[config.mk]
export PLATFORM = sky130hd
export DESIGN_NAME = req_aging_unit_flat
export DESIGN_NICKNAME = d
export VERILOG_FILES = /design/src/rtl/req_aging_unit_if.sv /design/src/rtl/req_aging_unit.sv /design/src/flat_wrapper.sv
export SDC_FILE = /design/constraint.sdc
export NUM_CORES = 1
export LEC_CHECK = 0
export CAP_MARGIN = 10
export CORE_AREA = 4 4 65 67
export CTS_CLUSTER_SIZE = 25
export DETAILED_ROUTE_END_ITERATION = 6
export DIE_AREA = 0 0 69 71
export DONT_BUFFER_PORTS = 1
export SLEW_MARGIN = 10
export SYNTH_ARGS = -nofsm -noshare
export SYNTH_HDL_FRONTEND = slang
export SYNTH_SLANG_ARGS = --single-unit
export TNS_END_PERCENT = 10
[constraint.sdc]
create_clock -name clk -period 2 [get_ports clk]
set_clock_uncertainty 0.05 [all_clocks]
set_input_delay 0.4 -clock clk [delete_from_list [all_inputs] [get_ports clk]]
set_output_delay 0.4 -clock clk [all_outputs]
set_load 0.005 [all_outputs]
[src/rtl/req_aging_unit_if.sv]
// req_aging_unit_if
//   Bundles the request-conditioning signals between the upstream requesters
//   and the fair priority arbiter on one side and req_aging_unit on the other.
//   master : the environment (requesters + arbiter). It drives the strobes,
//            base priorities and the registered grant, and observes
//            request/priorities/pending/starve.
//   slave  : req_aging_unit.
//   Field i of base_priority/priorities sits at [(i+1)*PW-1 : i*PW].
interface req_aging_unit_if #(
  parameter int NUM_REQUESTERS = 4,
  parameter int PRIORITY_WIDTH = 2
);
  logic [NUM_REQUESTERS-1:0]                req_strobe;
  logic [NUM_REQUESTERS*PRIORITY_WIDTH-1:0] base_priority;
  logic [NUM_REQUESTERS-1:0]                grant;
  logic [NUM_REQUESTERS-1:0]                request;
  logic [NUM_REQUESTERS*PRIORITY_WIDTH-1:0] priorities;
  logic [NUM_REQUESTERS-1:0]                pending;
  logic [NUM_REQUESTERS-1:0]                starve;

  modport master (
    output req_strobe, base_priority, grant,
    input  request, priorities, pending, starve
  );

  modport slave (
    input  req_strobe, base_priority, grant,
    output request, priorities, pending, starve
  );
endinterface

[src/rtl/req_aging_unit.sv]
// req_aging_unit
//   Request conditioning ahead of the fair priority arbiter. Single-cycle
//   request strobes are latched into sticky pending bits. Each waiting
//   requester ages, and every AGE_THRESHOLD un-granted cycles its priority is
//   boosted by one step, saturating at PMAX. The arbiter's registered grant
//   retires the pending request and clears the age and boost.
//
// Ports
//   clk    : rising-edge clock
//   rst_n  : asynchronous active-low reset
//   bus    : req_aging_unit_if.slave
//     req_strobe    in  one-cycle pulse per requester
//     base_priority in  static priority per requester (packed fields)
//     grant         in  one-hot registered grant from the arbiter
//     request       out pending & ~grant, to the arbiter
//     priorities    out min(base + boost, PMAX) per requester
//     pending       out raw sticky pending state
//     starve        out starved at max priority (0 unless enabled)
//
// Optional feature macro: REQ_AGING_STARVE_EN
//   Defined: a registered starve flag per requester is built.
//   Undefined: starve is tied low and no starve flops exist.

// One requester's pending/age/boost state and its effective priority.
module req_aging_lane #(
  parameter int PRIORITY_WIDTH = 2,
  parameter int AGE_THRESHOLD  = 8
) (
  input  logic                      clk,
  input  logic                      rst_n,
  input  logic                      strobe,
  input  logic                      grant,
  input  logic [PRIORITY_WIDTH-1:0] base_prio,
  output logic                      request,
  output logic [PRIORITY_WIDTH-1:0] eff_prio,
  output logic                      pending,
  output logic                      starve
);
  localparam int AW = $clog2(AGE_THRESHOLD);
  localparam logic [AW-1:0]             AGE_WRAP = AW'(AGE_THRESHOLD - 1);
  localparam logic [PRIORITY_WIDTH-1:0] PMAX     = '1;

  logic                      pend_q, pend_d;
  logic [AW-1:0]             age_q, age_d;
  logic [PRIORITY_WIDTH-1:0] boost_q, boost_d;
  logic [PRIORITY_WIDTH:0]   prio_sum;

  // A grant in the same cycle as a strobe retires the old request and keeps
  // the new one pending; the age path below restarts it from zero.
  always_comb begin
    pend_d  = grant ? strobe : (pend_q | strobe);
    age_d   = age_q;
    boost_d = boost_q;
    if (grant || !pend_q) begin
      age_d   = '0;
      boost_d = '0;
    end else if (age_q == AGE_WRAP) begin
      age_d = '0;
      if (boost_q != PMAX) boost_d = boost_q + 1'b1;
    end else begin
      age_d = age_q + 1'b1;
    end
  end

  // One extra bit so the sum cannot wrap before saturating.
  always_comb begin
    prio_sum = {1'b0, base_prio} + {1'b0, boost_q};
    eff_prio = (prio_sum > {1'b0, PMAX}) ? PMAX : prio_sum[PRIORITY_WIDTH-1:0];
  end

  always_ff @(posedge clk or negedge rst_n) begin
    if (!rst_n) begin
      pend_q  <= 1'b0;
      age_q   <= '0;
      boost_q <= '0;
    end else begin
      pend_q  <= pend_d;
      age_q   <= age_d;
      boost_q <= boost_d;
    end
  end

  // The arbiter's grant is registered, so mask the request in the grant cycle
  // to stop a second grant being issued for the same request.
  assign request = pend_q & ~grant;
  assign pending = pend_q;

`ifdef REQ_AGING_STARVE_EN
  logic starve_q, starve_d;
  logic age_wrap;

  // A wrap while already at the top of the priority range means further
  // aging can no longer help this requester.
  always_comb begin
    age_wrap = pend_q & ~grant & (age_q == AGE_WRAP);
    starve_d = starve_q;
    if (grant) begin
      starve_d = 1'b0;
    end else if (age_wrap && ((boost_q == PMAX) || (eff_prio == PMAX))) begin
      starve_d = 1'b1;
    end
  end

  always_ff @(posedge clk or negedge rst_n) begin
    if (!rst_n) starve_q <= 1'b0;
    else        starve_q <= starve_d;
  end

  assign starve = starve_q;
`else
  assign starve = 1'b0;
`endif
endmodule

module req_aging_unit #(
  parameter int NUM_REQUESTERS = 4,
  parameter int PRIORITY_WIDTH = 2,
  parameter int AGE_THRESHOLD  = 8
) (
  input  logic           clk,
  input  logic           rst_n,
  req_aging_unit_if.slave bus
);
  logic [NUM_REQUESTERS-1:0][PRIORITY_WIDTH-1:0] base_lane;
  logic [NUM_REQUESTERS-1:0][PRIORITY_WIDTH-1:0] prio_lane;
  logic [NUM_REQUESTERS-1:0]                     request_lane;
  logic [NUM_REQUESTERS-1:0]                     pending_lane;
  logic [NUM_REQUESTERS-1:0]                     starve_lane;

  assign base_lane = bus.base_priority;

  for (genvar i = 0; i < NUM_REQUESTERS; i++) begin : g_lane
    req_aging_lane #(
      .PRIORITY_WIDTH(PRIORITY_WIDTH),
      .AGE_THRESHOLD (AGE_THRESHOLD)
    ) u_lane (
      .clk      (clk),
      .rst_n    (rst_n),
      .strobe   (bus.req_strobe[i]),
      .grant    (bus.grant[i]),
      .base_prio(base_lane[i]),
      .request  (request_lane[i]),
      .eff_prio (prio_lane[i]),
      .pending  (pending_lane[i]),
      .starve   (starve_lane[i])
    );
  end

  assign bus.request    = request_lane;
  assign bus.priorities = prio_lane;
  assign bus.pending    = pending_lane;
  assign bus.starve     = starve_lane;
endmodule

[src/flat_wrapper.sv]
// flat-port wrapper written by rule: the top's interface ports become plain ports
module req_aging_unit_flat 
#(
  parameter int NUM_REQUESTERS = 4,
  parameter int PRIORITY_WIDTH = 2,
  parameter int AGE_THRESHOLD  = 8
)
  (clk, rst_n, bus_req_strobe, bus_base_priority, bus_grant, bus_request, bus_priorities, bus_pending, bus_starve);
  req_aging_unit_if #(.NUM_REQUESTERS(NUM_REQUESTERS), .PRIORITY_WIDTH(PRIORITY_WIDTH)) bus_i ();
  input  logic clk;
  input  logic rst_n;
  input wire logic [$bits(bus_i.req_strobe)-1:0] bus_req_strobe;
  input wire logic [$bits(bus_i.base_priority)-1:0] bus_base_priority;
  input wire logic [$bits(bus_i.grant)-1:0] bus_grant;
  output wire logic [$bits(bus_i.request)-1:0] bus_request;
  output wire logic [$bits(bus_i.priorities)-1:0] bus_priorities;
  output wire logic [$bits(bus_i.pending)-1:0] bus_pending;
  output wire logic [$bits(bus_i.starve)-1:0] bus_starve;
  assign bus_i.req_strobe = bus_req_strobe;
  assign bus_i.base_priority = bus_base_priority;
  assign bus_i.grant = bus_grant;
  assign bus_request = bus_i.request;
  assign bus_priorities = bus_i.priorities;
  assign bus_pending = bus_i.pending;
  assign bus_starve = bus_i.starve;
  req_aging_unit #(.NUM_REQUESTERS(NUM_REQUESTERS), .PRIORITY_WIDTH(PRIORITY_WIDTH), .AGE_THRESHOLD(AGE_THRESHOLD)) u_core (.clk(clk), .rst_n(rst_n), .bus(bus_i));
endmodule
==> results by group, run 1 <==
Synthesis
  • Mapped cell area: around 1300 um^2
  • Synth unique cells: 19
  • Synth area leader: dfrtp_1
  • Post-synthesis register bit count: 24
  • Mean post-synth cell area: roughly 12 um^2
  • Sequential area share after synthesis: 0.459
  • Syn. warnings: 0
  • Area share of the largest cell type after synthesis: 0.459
  • Top post-synthesis cells by area: dfrtp_1 46%, ha_1 15%, buf_4 6.9%, fa_1 6.1%, nand2b_1 3.8%
  • Post-Synthesis Cells: 110

Worst setup path
  • Crit-path cells: ha_2 > fa_2 > or2_2
  • WP buf/inv: 0
  • CP arrival: ~1.5 ns
  • Critical path class: reg2out
  • Worst Path Max Fanout: 2
  • CP peak stage delay: 0.39 ns
  • Stages on worst setup path: 3
  • CP max stage cell: dfrtp_1
  • Crit. End Element: primary output
  • Cells on worst reg2reg path: 6
  • Worst Setup Start Kind: flop
  • Crit-path leading delay family: adder cells
  • CP required: between 1.5 and 2 ns

Place
  • RD Place Congestion: 0.703
  • DP Area: between 1000 and 1500 um^2
  • IO buf count: 0
  • DPL Wire Length: approximately 1.5 mm

Timing
  • Final Setup Violations: 0
  • Fin. Hold Viols: 0
  • Pins Over Slew Limit: 0
  • Post-route minimum period: 1.95 ns
  • Max Clock Freq: 0.512 GHz
  • Unrepaired setup endpoints after global routing: true
  • Fin crit share: 0.977

Global routing
  • Largest net degree at the start of global routing: 25
  • Vias in the first global route: between 700 and 800
  • Tot GR Track Use: 0.0834
  • Grt total ovfl: 0
  • First-pass GRT wire length: about 3.3 mm
  • Initial antenna violation count: 0

Final layout
  • Area grow syn2layout: 9.37%
  • Final core utilization: 0.394
  • Filler instances: roughly 360
  • Nets: approximately 150
  • Share of cells above drive strength 1: 0.241
  • Post-route design area: 1430 um^2
  • Diode count: 0
  • Commonest non-fill, non-tap cell in the layout: dfrtp_1
  • Commonest non-fill, non-tap cells in the layout: 24 x dfrtp_1, 13 x ha_1, 8 x nand2b_1
  • Multi-input gate area: roughly 640 um^2
  • FF+latch area: between 600 and 700 um^2

Routing
  • WL/cell: about 12 um
  • Remaining DRCs: 0
  • Post-route ant nets: 0
  • DRT Pass-1 Iters: 2
  • Vias post-DR: just over 700
  • DRT iter0 DRCs: 24
  • Routed Wire Length: between 1.5 and 2 mm
  • Via/cell ratio: about 4.5

Power and ir drop
  • Maximum vdd drop: approximately 0.00061 V
  • Leak: between 0.0007 and 0.0008 uW
  • Design Power: approximately 850 uW
  • PD cells: about 590 nW/um^2

Die
  • Die Y: 71 um
  • Initial Util: 0.360
  • Top Ports: 38
  • Die width: ~69 um
  • Die area: slightly below 5000 um^2
  • Rows: 22
  • CORE AREA: roughly 3600 um^2

CTS
  • Clock Tree Buf Depth: 2
  • CTS H-tree depth: 1
  • Clk Tree Root Cell: clkbuf_8
  • Worst-path clk slew: roughly 0.08 ns
  • Worst-skew pair later-pin latency: about 0.26 ns
  • CTS buffer count: 3
  • CTS tree: built
  • Clk sinks: 24

Min path
  • Hold WC Path Type: in2reg
  • Worst Hold Depth: 1

Flow run
  • Max-cap violations: 0

Status
  • Status: completed
[cell usage after synthesis, drive strengths merged]
master	count
fa	4
dfrtp	24
xnor2	3
conb	1
nand2b	9
nor3	4
inv	4
buf	12
and2b	3
mux2i	4
a21oi	1
nor3b	1
and2	7
nand2	1
ha	16
nor2	7
or2	9
[per-stage QoR]
stage,hold WS [ns],instances,setup TNS [ns],worst slack [ns]
floorplan,0.0544,113,0,0.275
global placement,0.0550,149,0,0.244
detailed placement,0.0548,149,0,0.224
CTS,0.185,158,0,0.00635
global route,0.191,160,-0.00343,-0.00343
finish,0.195,160,0,0.0470
[state kept, by name, summed over array words and instances, names as in the netlist]
signal	cells
u_core.g_lane.u_lane.boost_q	8
u_core.g_lane.u_lane.pending	4
u_core.g_lane.u_lane.age_q	12
[routing by layer]
layer | vias to the layer above | wire length, um | share of wire | GRT usage
met2 | 25 | 978 | 0.52 | 0.158
li1 | 340 | - | - | -
met4 | 0 | 16 | 0.0085 | 0.0195
met1 | 352 | 762 | 0.40 | 0.0845
met5 | - | 0 | 0 | 0
met3 | 2 | 136 | 0.072 | 0.0355
[worst reg2reg max path, cell delays in order (launching register included)]
cell and delay, ns:
dfrtp_1 0.39, buf_4 0.13, buf_4 0.13, ha_1 0.18, and2b_1 0.23, mux2i_1 0.20
nor2_1 0.06
[layout make-up]
| class | count | share of cell area |
|---|---|---|
| clock buffer | 3 | 0.0288 |
| inverter | 4 | 0.0105 |
| multi-input combinational | 73 | 0.447 |
| sequential | 24 | 0.420 |
| tap | 48 | 0.0420 |
| timing repair buffer | 8 | 0.0524 |
[power breakdown]
| group | internal, uW | total [uW] | leakage [uW] | switching, uW |
|---|---|---|---|---|
| clock network | 134 | 271 | 0.0000216 | 137 |
| registers | 503 | 513 | 0.000316 | 9.71 |
| logic | 29.3 | 66.8 | 0.000413 | 37.4 |
[repair_timing]
action	4_1_cts	5_1_grt
endpoints found under the hold margin	24	0
setup buffers	4	2
hold buffers	2	0
endpoints found under the setup margin	8	8
resized for setup	5	5
[worst paths after layout]
path | startpoint | end | slack (ns)
min reg2reg | u_core.g_lane[2].u_lane.age_q[0]$_DFF_PN0_ | u_core.g_lane[2].u_lane.age_q[0]$_DFF_PN0_ | 0.39
min in group asynchronous | rst_n | u_core.g_lane[2].u_lane.age_q[2]$_DFF_PN0_ | 0.51
max | u_core.g_lane[0].u_lane.boost_q[0]$_DFFE_PN0P_ | bus_priorities[1] | 0.05
max in group asynchronous | rst_n | u_core.g_lane[1].u_lane.age_q[0]$_DFF_PN0_ | 1.25
min | bus_req_strobe[3] | u_core.g_lane[3].u_lane.pending$_DFF_PN0_ | 0.20
max reg2reg | u_core.g_lane[2].u_lane.boost_q[0]$_DFFE_PN0P_ | u_core.g_lane[2].u_lane.boost_q[1]$_DFFE_PN0P_ | 0.53
[cell families (layout without fill, tap and decap cells)]
family	count (synthesis)	after routing	synth area share
compound gates	1	1	0.00669
xor+xnor	3	3	0.0201
fa+ha+maj	20	20	0.214
buf+inv	16	15	0.0803
flops	24	24	0.459
mux	4	4	0.0306
other cells	1	4	0.00287
simple gates	41	41	0.186
No activity file was read; power rests on OpenSTA's default activity.
==> run 2: changes to the inputs <==
- CORE_AREA: 4 4 65 67 -> 4 4 66 68
- DIE_AREA: 0 0 69 71 -> 0 0 70 72
==> results by group, run 2 (synthesis gave the netlist of run 1 again) <==
Status
  • Status: completed

CTS
  • Clk sinks: 24
  • Clk Tree Root Cell: clkbuf_8
  • CTS buffer count: 3
  • Worst-path clk slew: about 0.080 ns
  • CTS H-tree depth: 1
  • Worst-skew pair later-pin latency: 0.26 ns
  • Clock Tree Buf Depth: 2
  • CTS tree: built

Place
  • IO buf count: 0
  • DPL Wire Length: between 1.5 and 2 mm
  • Worst slack at placement: around 0.23 ns
  • RD Place Congestion: between 0.6 and 0.7

Final layout
  • Nets: 150
  • Number of flip-flops under the largest register name: 12
  • Largest Register: u_core.g_lane.u_lane.age_q
  • Multi-input gate area: between 600 and 700 um^2
  • Diode count: 0
  • Commonest non-fill, non-tap cell in the layout: dfrtp_1
  • Area grow syn2layout: 8.89%
  • Commonest non-fill, non-tap cells in the layout: 24 x dfrtp_1, 12 x ha_1, 8 x nand2b_1
  • Share of cells above drive strength 1: 0.243
  • FF+latch area: roughly 600 um^2
  • Final core utilization: 0.370
  • Filler instances: roughly 390

Worst setup path
  • Reg-to-Reg End: u_core.g_lane[2].u_lane.boost_q[1]$_DFFE_PN0P_
  • Cells on worst reg2reg path: 6
  • Reg2reg start: u_core.g_lane[2].u_lane.boost_q[0]$_DFFE_PN0P_
  • Worst Setup Start Kind: flop
  • Crit. End Element: primary output
  • Critical path class: reg2out
  • R2R Setup Slk: around 0.50 ns
  • Worst Path Max Fanout: 2
  • CP required: 1.55 ns
  • CP arrival: 1.48 ns

Timing
  • Fin. Hold Viols: 0
  • Max Clock Freq: roughly 0.52 GHz
  • Pins Over Slew Limit: 0
  • Post-route minimum period: roughly 1.9 ns
  • Slew Limit Headroom: 0.283
  • Worst Max-Slew Pin Slew: about 1.1 ns
  • Final Setup Violations: 0
  • Fin crit share: 0.967
  • Unrepaired setup endpoints after global routing: false
  • Final WS setup: 0.0663 ns
  • Hold_ws: 0.197 ns

Die
  • Initial Util: 0.339
  • Die Y: between 70 and 80 um
  • Die area: a little over 5000 um^2
  • Top Ports: 38
  • Die width: approximately 70 um
  • CORE AREA: roughly 3900 um^2
  • Rows: 23

Routing
  • Via/cell ratio: 4.47
  • Vias post-DR: 720
  • DRT iter0 DRCs: 22
  • DRT Pass-1 Iters: 3
  • Post-route ant nets: 0
  • Routed Wire Length: slightly above 2 mm
  • Remaining DRCs: 0
  • WL/cell: around 13 um

Power and ir drop
  • PD cells: approximately 630 nW/um^2
  • Maximum vdd drop: ~0.00037 V
  • Leak: 0.000742 uW
  • Design Power: 896 uW

Flow run
  • Max-cap violations: 0

Min path
  • Worst Hold End: u_core.g_lane[1].u_lane.pending$_DFF_PN0_
  • Hold path startpoint: bus_req_strobe[1]
  • Worst Hold Depth: 1
  • Hold WC Path Type: in2reg

Global routing
  • Grt total ovfl: 0
  • Vias in the first global route: roughly 820
  • First-pass GRT wire length: approximately 3.6 mm
  • Tot GR Track Use: 0.0890
  • Largest net degree at the start of global routing: 25
  • Initial antenna violation count: 0
[run 2: cell types whose count changed in the layout (fill, tap and decap cells not counted)]
cell      delta
buf_4        -1
ha_2         +1
buf_12       -1
clkbuf_8     +1
or2_2        -1
ha_1         -1
or2_4        +1
[run 2: repair_timing]
action	in CTS	in global routing
buffers inserted	4	1
hold buffers	1	0
hold endpoints to repair	24	0
gates resized for setup	7	5
setup endpoints to repair	8	7
[run 2: worst max path at each step]
stage                     cells past startpoint                end                                           start
after floorplan                               3  bus_priorities[1]                            bus_base_priority[0]
after global placement                        3  bus_priorities[7]  u_core.g_lane[3].u_lane.boost_q[0]$_DFFE_PN0P_
after detailed placement                      3  bus_priorities[3]  u_core.g_lane[1].u_lane.boost_q[0]$_DFFE_PN0P_
after CTS                                     3  bus_priorities[7]  u_core.g_lane[3].u_lane.boost_q[0]$_DFFE_PN0P_
after global routing                          3  bus_priorities[6]  u_core.g_lane[3].u_lane.boost_q[0]$_DFFE_PN0P_
final                                         3  bus_priorities[6]  u_core.g_lane[3].u_lane.boost_q[0]$_DFFE_PN0P_
[run 2: power breakdown]
part / internal (uW) / switching (uW) / total (uW) / leakage (uW)
sequential: 503 / 9.98 / 513 / 0.000316
clock: 175 / 143 / 319 / 0.0000288
combinational: 26.4 / 37.7 / 64.0 / 0.000397
[run 2: final cells by class]
cell class              instances  area share
clock buffers                   4      0.0386
well taps                      50      0.0439
flip-flops and latches         24       0.421
inverters                       4      0.0105
multi-input cells              73       0.452
repair buffers                  6      0.0334
[run 2: metal layers]
metal	up-vias	share of wire	track usage
met2	16	0.58	0.171
met5	-	0	0
li1	341	-	-
met3	2	0.037	0.0208
met4	0	0.0083	0.0383
met1	361	0.38	0.0923
[run 2: critical path, cell delays in order, from the launching register on]
cell	delay (ns)
dfrtp_1	0.40
ha_2	0.18
fa_2	0.33
or2_2	0.31
[run 2: through the flow]
step,instances,setup TNS (ns),cell area (um^2)
3_5_place_dp,151,0,1290
4_1_cts,160,-0.00821,1410
2_1_floorplan,113,0,1320
5_1_grt,161,0,1430
3_3_place_gp,151,0,1290
6_report,161,0,1430
